--- config.mk ---
export PLATFORM = sky130hd
export DESIGN_NAME = round_sequencer_flat
export DESIGN_NICKNAME = d
export VERILOG_FILES = /design/src/rtl/round_sequencer_if.sv /design/src/rtl/round_sequencer.sv /design/src/flat_wrapper.sv
export SDC_FILE = /design/constraint.sdc
export NUM_CORES = 1
export LEC_CHECK = 0
export ABC_AREA = 1
export CORE_AREA = 8 8 136 75
export DETAILED_ROUTE_END_ITERATION = 10
export DIE_AREA = 0 0 144 83
export GPL_TIMING_DRIVEN = 1
export PLACE_DENSITY = 0.66
export SKIP_LAST_GASP = 1
export SLEW_MARGIN = 5
export SYNTH_ARGS = -nofsm -noshare
export SYNTH_HDL_FRONTEND = slang
export SYNTH_SLANG_ARGS = --single-unit
--- constraint.sdc ---
create_clock -name clk -period 3.3 [get_ports clk]
set_clock_uncertainty 0.05 [all_clocks]
set_input_delay 0.495 -clock clk [delete_from_list [all_inputs] [get_ports clk]]
set_output_delay 0.495 -clock clk [all_outputs]
set_load 0.01 [all_outputs]
--- src/rtl/round_sequencer_if.sv ---
// Handshake bundle between the round sequencer and its picker, drawer and note player.
interface round_sequencer_if;
  logic        pick_start;
  logic        pick_done;
  logic [10:0] x_loc;
  logic [10:0] y_loc;
  logic        draw_start;
  logic        draw_color;
  logic        draw_done;
  logic [10:0] x0;
  logic [10:0] y0;
  logic        play_start;
  logic        play_done;

  modport master (
    output pick_start, draw_start, draw_color, x0, y0, play_start,
    input  pick_done, x_loc, y_loc, draw_done, play_done
  );

  modport slave (
    input  pick_start, draw_start, draw_color, x0, y0, play_start,
    output pick_done, x_loc, y_loc, draw_done, play_done
  );
endinterface

--- src/rtl/round_sequencer.sv ---
// Game round controller: picks a square, draws it, plays a note, waits for a
// click inside the square or a timeout, erases it, and repeats for MAX_ROUNDS.
module round_sequencer #(
  parameter int SQUARE_SIZE   = 20,
  parameter int TIMEOUT_TICKS = 3,
  parameter int MAX_ROUNDS    = 10
) (
  input  logic                clk,
  input  logic                reset,
  input  logic                start,
  input  logic                tick,
  input  logic                click,
  input  logic [10:0]         mouse_x,
  input  logic [10:0]         mouse_y,
  round_sequencer_if.master   bus,
  output logic                point,
  output logic                miss,
  output logic                game_done,
  output logic [3:0]          round,
  output logic                busy
);

  localparam int CNT_W = (TIMEOUT_TICKS < 2) ? 1 : $clog2(TIMEOUT_TICKS + 1);
  localparam logic [CNT_W-1:0] TICK_LAST = CNT_W'(TIMEOUT_TICKS - 1);
  localparam logic [11:0]      SPAN      = 12'(SQUARE_SIZE - 1);
  localparam logic [3:0]       ROUND_MAX = 4'(MAX_ROUNDS);

  typedef enum logic [2:0] {
    S_IDLE, S_PICK, S_DRAW, S_PLAY, S_WAIT, S_ERASE, S_FINISH
  } state_t;

  state_t             state_q, state_d;
  logic               pick_start_q, pick_start_d;
  logic               draw_start_q, draw_start_d;
  logic               play_start_q, play_start_d;
  logic               draw_color_q, draw_color_d;
  logic               point_q, point_d;
  logic               miss_q, miss_d;
  logic               game_done_q, game_done_d;
  logic [10:0]        x0_q, x0_d;
  logic [10:0]        y0_q, y0_d;
  logic [3:0]         round_q, round_d;
  logic [CNT_W-1:0]   tick_cnt_q, tick_cnt_d;
  logic               click_prev_q, click_prev_d;

  logic [11:0] x_lo, x_hi, y_lo, y_hi, mx, my;
  logic        in_square, hit;

  // Twelve-bit bounds so a square near the right/bottom edge cannot wrap.
  always_comb begin
    x_lo      = {1'b0, x0_q};
    y_lo      = {1'b0, y0_q};
    x_hi      = x_lo + SPAN;
    y_hi      = y_lo + SPAN;
    mx        = {1'b0, mouse_x};
    my        = {1'b0, mouse_y};
    in_square = (mx >= x_lo) && (mx <= x_hi) && (my >= y_lo) && (my <= y_hi);
    hit       = click && !click_prev_q && in_square;
  end

  always_comb begin
    state_d      = state_q;
    pick_start_d = 1'b0;
    draw_start_d = 1'b0;
    play_start_d = 1'b0;
    point_d      = 1'b0;
    miss_d       = 1'b0;
    game_done_d  = 1'b0;
    draw_color_d = draw_color_q;
    x0_d         = x0_q;
    y0_d         = y0_q;
    round_d      = round_q;
    tick_cnt_d   = tick_cnt_q;
    click_prev_d = click;

    unique case (state_q)
      S_IDLE: begin
        if (start) begin
          state_d      = S_PICK;
          pick_start_d = 1'b1;
          round_d      = 4'd0;
        end
      end
      S_PICK: begin
        if (bus.pick_done) begin
          x0_d         = bus.x_loc;
          y0_d         = bus.y_loc;
          state_d      = S_DRAW;
          draw_start_d = 1'b1;
          draw_color_d = 1'b1;
        end
      end
      S_DRAW: begin
        if (bus.draw_done) begin
          state_d      = S_PLAY;
          play_start_d = 1'b1;
        end
      end
      S_PLAY: begin
        if (bus.play_done) begin
          state_d      = S_WAIT;
          tick_cnt_d   = '0;
          click_prev_d = 1'b0;
        end
      end
      S_WAIT: begin
        // A hit outranks a timeout landing in the same cycle.
        if (hit || (tick && tick_cnt_q == TICK_LAST)) begin
          point_d      = hit;
          miss_d       = !hit;
          state_d      = S_ERASE;
          draw_start_d = 1'b1;
          draw_color_d = 1'b0;
          round_d      = (round_q >= ROUND_MAX) ? round_q : round_q + 4'd1;
        end else if (tick) begin
          tick_cnt_d = tick_cnt_q + CNT_W'(1);
        end
      end
      S_ERASE: begin
        if (bus.draw_done) begin
          if (round_q >= ROUND_MAX) begin
            state_d     = S_FINISH;
            game_done_d = 1'b1;
          end else begin
            state_d      = S_PICK;
            pick_start_d = 1'b1;
          end
        end
      end
      S_FINISH: state_d = S_IDLE;
      default:  state_d = S_IDLE;
    endcase
  end

  always_ff @(posedge clk or negedge reset) begin
    if (!reset) begin
      state_q      <= S_IDLE;
      pick_start_q <= 1'b0;
      draw_start_q <= 1'b0;
      play_start_q <= 1'b0;
      draw_color_q <= 1'b0;
      point_q      <= 1'b0;
      miss_q       <= 1'b0;
      game_done_q  <= 1'b0;
      x0_q         <= '0;
      y0_q         <= '0;
      round_q      <= '0;
      tick_cnt_q   <= '0;
      click_prev_q <= 1'b0;
    end else begin
      state_q      <= state_d;
      pick_start_q <= pick_start_d;
      draw_start_q <= draw_start_d;
      play_start_q <= play_start_d;
      draw_color_q <= draw_color_d;
      point_q      <= point_d;
      miss_q       <= miss_d;
      game_done_q  <= game_done_d;
      x0_q         <= x0_d;
      y0_q         <= y0_d;
      round_q      <= round_d;
      tick_cnt_q   <= tick_cnt_d;
      click_prev_q <= click_prev_d;
    end
  end

  assign bus.pick_start = pick_start_q;
  assign bus.draw_start = draw_start_q;
  assign bus.play_start = play_start_q;
  assign bus.draw_color = draw_color_q;
  assign bus.x0         = x0_q;
  assign bus.y0         = y0_q;
  assign point          = point_q;
  assign miss           = miss_q;
  assign game_done      = game_done_q;
  assign round          = round_q;
  assign busy           = (state_q != S_IDLE);

endmodule

--- src/flat_wrapper.sv ---
// flat-port wrapper written by rule: the top's interface ports become plain ports
module round_sequencer_flat 
#(
  parameter int SQUARE_SIZE   = 20,
  parameter int TIMEOUT_TICKS = 3,
  parameter int MAX_ROUNDS    = 10
)
  (clk, reset, start, tick, click, mouse_x, mouse_y, point, miss, game_done, round, busy, bus_pick_start, bus_draw_start, bus_draw_color, bus_x0, bus_y0, bus_play_start, bus_pick_done, bus_x_loc, bus_y_loc, bus_draw_done, bus_play_done);
  round_sequencer_if bus_i ();
  input  logic clk;
  input  logic reset;
  input  logic start;
  input  logic tick;
  input  logic click;
  input  logic [10:0] mouse_x;
  input  logic [10:0] mouse_y;
  output logic point;
  output logic miss;
  output logic game_done;
  output logic [3:0] round;
  output logic busy;
  output wire logic [$bits(bus_i.pick_start)-1:0] bus_pick_start;
  output wire logic [$bits(bus_i.draw_start)-1:0] bus_draw_start;
  output wire logic [$bits(bus_i.draw_color)-1:0] bus_draw_color;
  output wire logic [$bits(bus_i.x0)-1:0] bus_x0;
  output wire logic [$bits(bus_i.y0)-1:0] bus_y0;
  output wire logic [$bits(bus_i.play_start)-1:0] bus_play_start;
  input wire logic [$bits(bus_i.pick_done)-1:0] bus_pick_done;
  input wire logic [$bits(bus_i.x_loc)-1:0] bus_x_loc;
  input wire logic [$bits(bus_i.y_loc)-1:0] bus_y_loc;
  input wire logic [$bits(bus_i.draw_done)-1:0] bus_draw_done;
  input wire logic [$bits(bus_i.play_done)-1:0] bus_play_done;
  assign bus_pick_start = bus_i.pick_start;
  assign bus_draw_start = bus_i.draw_start;
  assign bus_draw_color = bus_i.draw_color;
  assign bus_x0 = bus_i.x0;
  assign bus_y0 = bus_i.y0;
  assign bus_play_start = bus_i.play_start;
  assign bus_i.pick_done = bus_pick_done;
  assign bus_i.x_loc = bus_x_loc;
  assign bus_i.y_loc = bus_y_loc;
  assign bus_i.draw_done = bus_draw_done;
  assign bus_i.play_done = bus_play_done;
  round_sequencer #(.SQUARE_SIZE(SQUARE_SIZE), .TIMEOUT_TICKS(TIMEOUT_TICKS), .MAX_ROUNDS(MAX_ROUNDS)) u_core (.clk(clk), .reset(reset), .start(start), .tick(tick), .click(click), .mouse_x(mouse_x), .mouse_y(mouse_y), .bus(bus_i), .point(point), .miss(miss), .game_done(game_done), .round(round), .busy(busy));
endmodule
Yosys cells after proc, flatten, opt, wreduce, memory -nomap -nowiden
Index checks and enable logic that the tools add are counted.
- register bits after elaboration: 39
- output and inout bits: 34
- input port bits: 52
- equal/unequal tests: 15
- multiplexer cells: 37
- add/subtract/negate cells: 4
- $lt $le $gt $ge: 5
- reductions and logical operators: 19
- operators by type and width (operator ; number):
    $add A11 B5 Y12 const B ; 2
    $le A11 B12 Y1 ; 2
    $ge A11 B11 Y1 ; 2
    $mux W3 ; 7
    $mux W1 ; 18
    $pmux W3 S6 ; 1
    $ne A2 B2 Y1 const B ; 8
    $mux W4 ; 3
    $pmux W4 S2 ; 1
    $reduce_and A4 Y1 ; 2
    $eq A3 B2 Y1 const B ; 2
    $eq A3 B3 Y1 const B ; 2
    $logic_and A1 B1 Y1 ; 6
    $mux W2 ; 3
    $pmux W1 S2 ; 3
    $reduce_and A6 Y1 ; 1
    $reduce_bool A2 Y1 ; 3
    $add A4 B1 Y4 const B ; 1
    $ge A4 B4 Y1 const B ; 1
    $pmux W2 S2 ; 1
    $eq A3 B1 Y1 const B ; 1
    $logic_not A3 Y1 ; 1
    $reduce_and A3 Y1 ; 1
    $reduce_bool A3 Y1 ; 1
    6 further kinds ; 7

Logic depth before layout (Yosys ltp)
- depth in word-level cells: 9
- depth in mapped cells: 24
- gate-level depth less buffers: 24

Least setup slack after synthesis
No wires, ideal clock.
- kind: register -> register
- from: register u_core.x0_q[0] (netlist: u_core.bus.x0[0])
- to: register u_core.round_q[1] (netlist: u_core.round[1])
- cell stages (with the launch flop): 23
- buffers on the path: 0
- path slack: 0.314 ns
- clock period less this slack: 2.986 ns
- data required time: 3.132 ns
- arrival time: 2.818 ns
- cell sequence: dfrtp_1 -> inv_2 -> ha_1 -> nor3_2 -> inv_1 -> a21oi_1 -> nand2_1 -> nor2_1 -> nand3_1 -> xor2_1 -> inv_1 -> ha_1 -> nand4_1 -> nor2_1 -> nand4_1 -> nand3_1 -> nand2_1 -> nor2_2 -> nand3_2 -> nand2_4 -> nand2_4 -> nand2_1 -> o21ai_2
- cells in the longest elaborated chain, start to end: 9
- elaborated cells on any way between the ends: 10
- ends and longest elaborated chain (item ; RTL line ; RTL):
    start: declaration ; round_sequencer.sv:40 ; logic [10:0] x0_q, x0_d;
    start signal: assignment ; round_sequencer.sv:145 ; x0_q <= '0;
    start signal: assignment ; round_sequencer.sv:159 ; x0_q <= x0_d;
    $add A11 B5 Y12 ; round_sequencer.sv:53 ; x_hi = x_lo + SPAN;
    $le A11 B12 Y1 ; round_sequencer.sv:57 ; in_square = (mx >= x_lo) && (mx <= x_hi) && (my >= y_lo) && (my <= y_hi);
    $logic_and A1 B1 Y1 (*) (3 in series) ; round_sequencer.sv:57 ;
    $logic_and A1 B1 Y1 (*) ; round_sequencer.sv:58 ; hit = click && !click_prev_q && in_square;
    $logic_or A1 B1 Y1 (*) ; round_sequencer.sv:108 ; if (hit || (tick && tick_cnt_q == TICK_LAST)) begin
    $ne A2 B1 Y1 (no line) (*) ; n/a ;
    $reduce_and A4 Y1 (no line) (*) ; n/a ;
    end signal: assignment ; round_sequencer.sv:161 ; round_q <= round_d;
    end: declaration ; round_sequencer.sv:42 ; logic [3:0] round_q, round_d;
Mark *: on every way between the ends. The rest lies on a longest branch, timed or not.
A chain may end at the register's enable or synchronous reset.

Worst setup path after layout
- from: register u_core.x0_q[1] (netlist: u_core.bus.x0[1])
- to: register u_core.state_q[1]
- cells in the longest elaborated chain, start to end: 9
- elaborated cells on any way between the ends: 10
- ends and longest elaborated chain (item ; RTL line ; RTL):
    $add A11 B5 Y12 ; round_sequencer.sv:53 ;
    $le A11 B12 Y1 ; round_sequencer.sv:57 ;
    $logic_and A1 B1 Y1 (*) (3 in series) ; round_sequencer.sv:57 ;
    $logic_and A1 B1 Y1 (*) ; round_sequencer.sv:58 ;
    $logic_or A1 B1 Y1 (*) ; round_sequencer.sv:108 ;
    $ne A2 B1 Y1 (no line) (*) ; n/a ;
    $reduce_and A6 Y1 (no line) (*) ; n/a ;
    end signal: assignment ; round_sequencer.sv:151 ; state_q <= state_d;
    end: declaration ; round_sequencer.sv:32 ; state_t state_q, state_d;
Marks and branches as above.

==> summary.md <==
| Metric | Value |
|---|---|
| Synth-to-layout area growth | 41.9% |
| CP max-delay cell | dfrtp_1 |
| Number of I/O port buffers | 85 |
| Routed WL | just under 10 mm |
| Synth Area in Adders | 19.2% |
| Initial antenna violation count | 0 |
| Row cnt | 24 |
| RSZ-0062 raised after global routing | true |
| Setup crit end kind | flip-flop |
| Post-placement cell area | between 4000 and 5000 µm² |
| DR iter-0 viols | 188 |
| Worst VDD drop | approximately 0.33 mV |
| MaxCap Viol Count | 0 |
| CP max FO | 6 |
| Largest net degree at the start of global routing | between 40 and 50 |
| Outcome | finished clean |
| 1st-pass router iterations | 5 |
| Post-route minimum period | around 3.2 ns |
| Total gr overflow | 0 |
| Synth cell types | 32 |
| Nets | about 610 |
| Total GRT Usage | between 10% and 20% |
| Vias post-DR | ~3k |
| Share of cells above drive strength 1 | roughly 14% |
| Critical path class | reg2reg |
| Fin crit share | a little over nine tenths |
| Cell Area, Synth | roughly 3200 µm² |
| Root Buffer | clkbuf_16 |
| Number of global-route vias before repair | slightly below 3k |
| Psw | about 1.9 mW |
| Crit-path max cell delay | around 0.38 ns |
| # clock sinks | 39 |
| Final antenna-violating net count | 0 |
| Max-slew violations | 0 |
| Worst Hold Class | in2async |
| CTS max path bufs | 2 |
| Placed cells | a little over 600 |
| Logic gate share of total power | 65.4% |
| Avg Vias per Cell | ~4.8 |
| Synth Area in Simple Gates | about a quarter |
| F_max | 0.316 GHz |
| Routed WL per cell | approximately 15 µm |
| Synth Area in XOR/XNOR | under 10% |
| CTS tree | done |
| Sequential fraction of the synthesis area | a little under a third |
| Synth warn | 0 |
| Most frequent CP cell | nor2_2 |
| Initial Util | about two fifths |
| First-pass GRT wire length | around 15 mm |
| Post-Layout Cell Count | a little over 600 |
| Core Box Area | roughly 8300 µm² |
| Hold_ws | roughly 0.32 ns |
| DP Wirelength | approximately 7.6 mm |
| Reg clk slew, reported paths | 0.07 ns |
| Die Width | approximately 140 µm |
| Synthesized area per cell | 7.87 µm² |
| Main combinational cell family by area after synthesis | simple AND/OR/NAND/NOR gates |
| Critical Path, Cell by Cell | inv_2 -> ha_4 -> nor3_4 -> inv_1 -> a21oi_2 -> nand2_1 -> nor2_2 -> nand3_2 -> xor2_1 -> inv_1 -> ha_4 -> nand4_1 -> nor2_2 -> nand4_1 -> nand3_1 -> nand2_1 -> nor2_2 -> nand3_2 -> nand2_4 -> nand2_8 -> nand2_2 -> o21ai_2 |
| Crit path max-delay family | simple AND/OR/NAND/NOR gates |
| Slew HR | about a third |
| Synthesized flop and latch total | 39 |
| CP arrival | around 3.3 ns |
| Clock Latency Late Sink | approximately 0.29 ns |
| Power Dens Cells | between 900 and 1000 nW/µm² |
| DR DRC count | 0 |
| Die area | around 12000 µm² |
| WP buf/inv | 3 |
| Measured slew at the worst slew-check pin | around 0.98 ns |
| Syn Inst Count | slightly above 400 |
| Antenna cell count | 0 |
| Fin. Hold Viols | 0 |
| I/O pin count | 86 |
| Htree depth | 2 |
| Internal | 2.21 mW |
| Mux contribution to synthesized area | 0% |
| Clk network pwr share | 14.7% |
| Flop pwr share | between 20% and 30% |
| CP Data Required Time | approximately 3.4 ns |
| Fin area | ~4500 µm² |
| Syn_nets | 506 |
| CP Launch Type | flip-flop |
| Finish-stage setup viols | 0 |
| Leakage Power | approximately 2.2 nW |
| Compound-cell area share of the yosys netlist | 12.1% |
| Die height | between 80 and 90 µm |
| Switching Fraction | 46.2% |
| Placer Congestion | between 0.8 and 0.9 |
| CTS buffer count | 5 |
worst paths after layout:
path | end | depth (start not counted) | from | slack (ns)
setup reg to reg | u_core.state_q[1] | 22 | u_core.bus.x0[1] | 0.14
hold / removal | u_core.bus.y0[3] | 1 | reset | 0.32
max in group asynchronous | u_core.bus.x0[6] | 1 | reset | 2.28
hold reg to reg | u_core.tick_cnt_q[1] | 2 | u_core.tick_cnt_q[1] | 0.44
setup / recovery | u_core.state_q[1] | 22 | u_core.bus.x0[1] | 0.14
min in group clk | u_core.tick_cnt_q[1] | 2 | u_core.tick_cnt_q[1] | 0.44
layer usage:
metal | vias to the layer above | GRT usage, % | share of wire, %
li1 | 1536 | - | -
met1 | 1344 | 24.7 | 55
met2 | 87 | 20.8 | 37
met3 | 7 | 4.68 | 7.3
met5 | - | 0 | 0
met4 | 0 | 1.99 | 0.56
what timing repair did:
item,4_1_cts,5_1_grt
pin swaps,1,9
endpoints found under the setup margin,10,13
hold endpoints to repair,0,0
resized for setup,1,18
cloned,0,0
buffers inserted,1,6
hold buffers,0,0
cell type report:
type                            count  area, µm²
Sequential cell                    39        976
Inverter                           60        225
Multi-Input combinational cell    302       2060
Fill cell                         777       3790
Timing Repair Buffer               97        936
Clock inverter                      2       38.8
Clock buffer                        6        139
Tap cell                          117        146
state kept, by name, indices dropped and copies added, names as in the netlist:
name	cells
u_core.bus.draw_color	1
u_core.bus.play_start	1
u_core.bus.pick_start	1
u_core.tick_cnt_q	2
u_core.bus.y0	11
u_core.miss	1
u_core.game_done	1
u_core.point	1
u_core.bus.draw_start	1
u_core.bus.x0	11
u_core.round	4
u_core.click_prev_q	1
u_core.state_q	3
stage by stage:
stage,power [mW],TNS [ns],setup WS [ns],utilization [%]
after floorplan,2.42,0,0.314,-
after detailed placement,3.29,-0.213,-0.0391,50.5
after global placement,3.24,0,0.0646,50.5
after CTS,3.93,0,0.0495,52.8
after global routing,4.48,-0.359,-0.0690,54.4
final,4.10,0,0.139,54.4
cells by family after synthesis:
kind of cell	count (synthesis)
AND/OR/NAND/NOR	171
flip-flops	39
buffers and inverters	64
XOR/XNOR	20
AO/OA/AOI/OAI	62
adder cells (fa/ha/maj)	49
layout by cell type, fill, tap and decap left out, drive strengths merged, types with 2 or more instances in the layout:
cell type       n
nor4            3
nand4           6
and3            2
clkdlybuf4s50  84
clkbuf          6
xor2           20
o21ai          12
nand3b          2
ha             49
a21oi          44
dfrtp          39
nand3          18
buf            13
inv            61
nand2          76
nor3            9
or2             2
nor2           53
synthesized netlist by cell type (all sizes together):
master,n,area (µm²)
inv,60,225
or2,2,12.5
ha,49,613
o31ai,1,7.51
o21a,1,7.51
and3,2,12.5
dfrtp,39,976
nor4,3,18.8
a21oi,44,243
o22ai,1,6.26
nand2,76,325
a211oi,1,7.51
o21ai,12,97.6
nor2,53,211
xor2,20,175
clkbuf,4,15.0
nand3,18,105
o32ai,1,8.76
o21bai,1,7.51
nor3,9,60.1
nand3b,2,15.0
nand4,6,37.5
power groups by stage:
| stage | Clock, mW | Sequential (mW) | Combinational (mW) |
|---|---|---|---|
| floorplan | 0 | 0.845 | 1.58 |
| global placement | 0 | 0.813 | 2.42 |
| detailed placement | 0 | 0.815 | 2.47 |
| CTS | 0.610 | 0.809 | 2.51 |
| global route | 0.629 | 0.841 | 3.01 |
| finish | 0.602 | 0.819 | 2.68 |
Power figures use the tool's default switching activity.
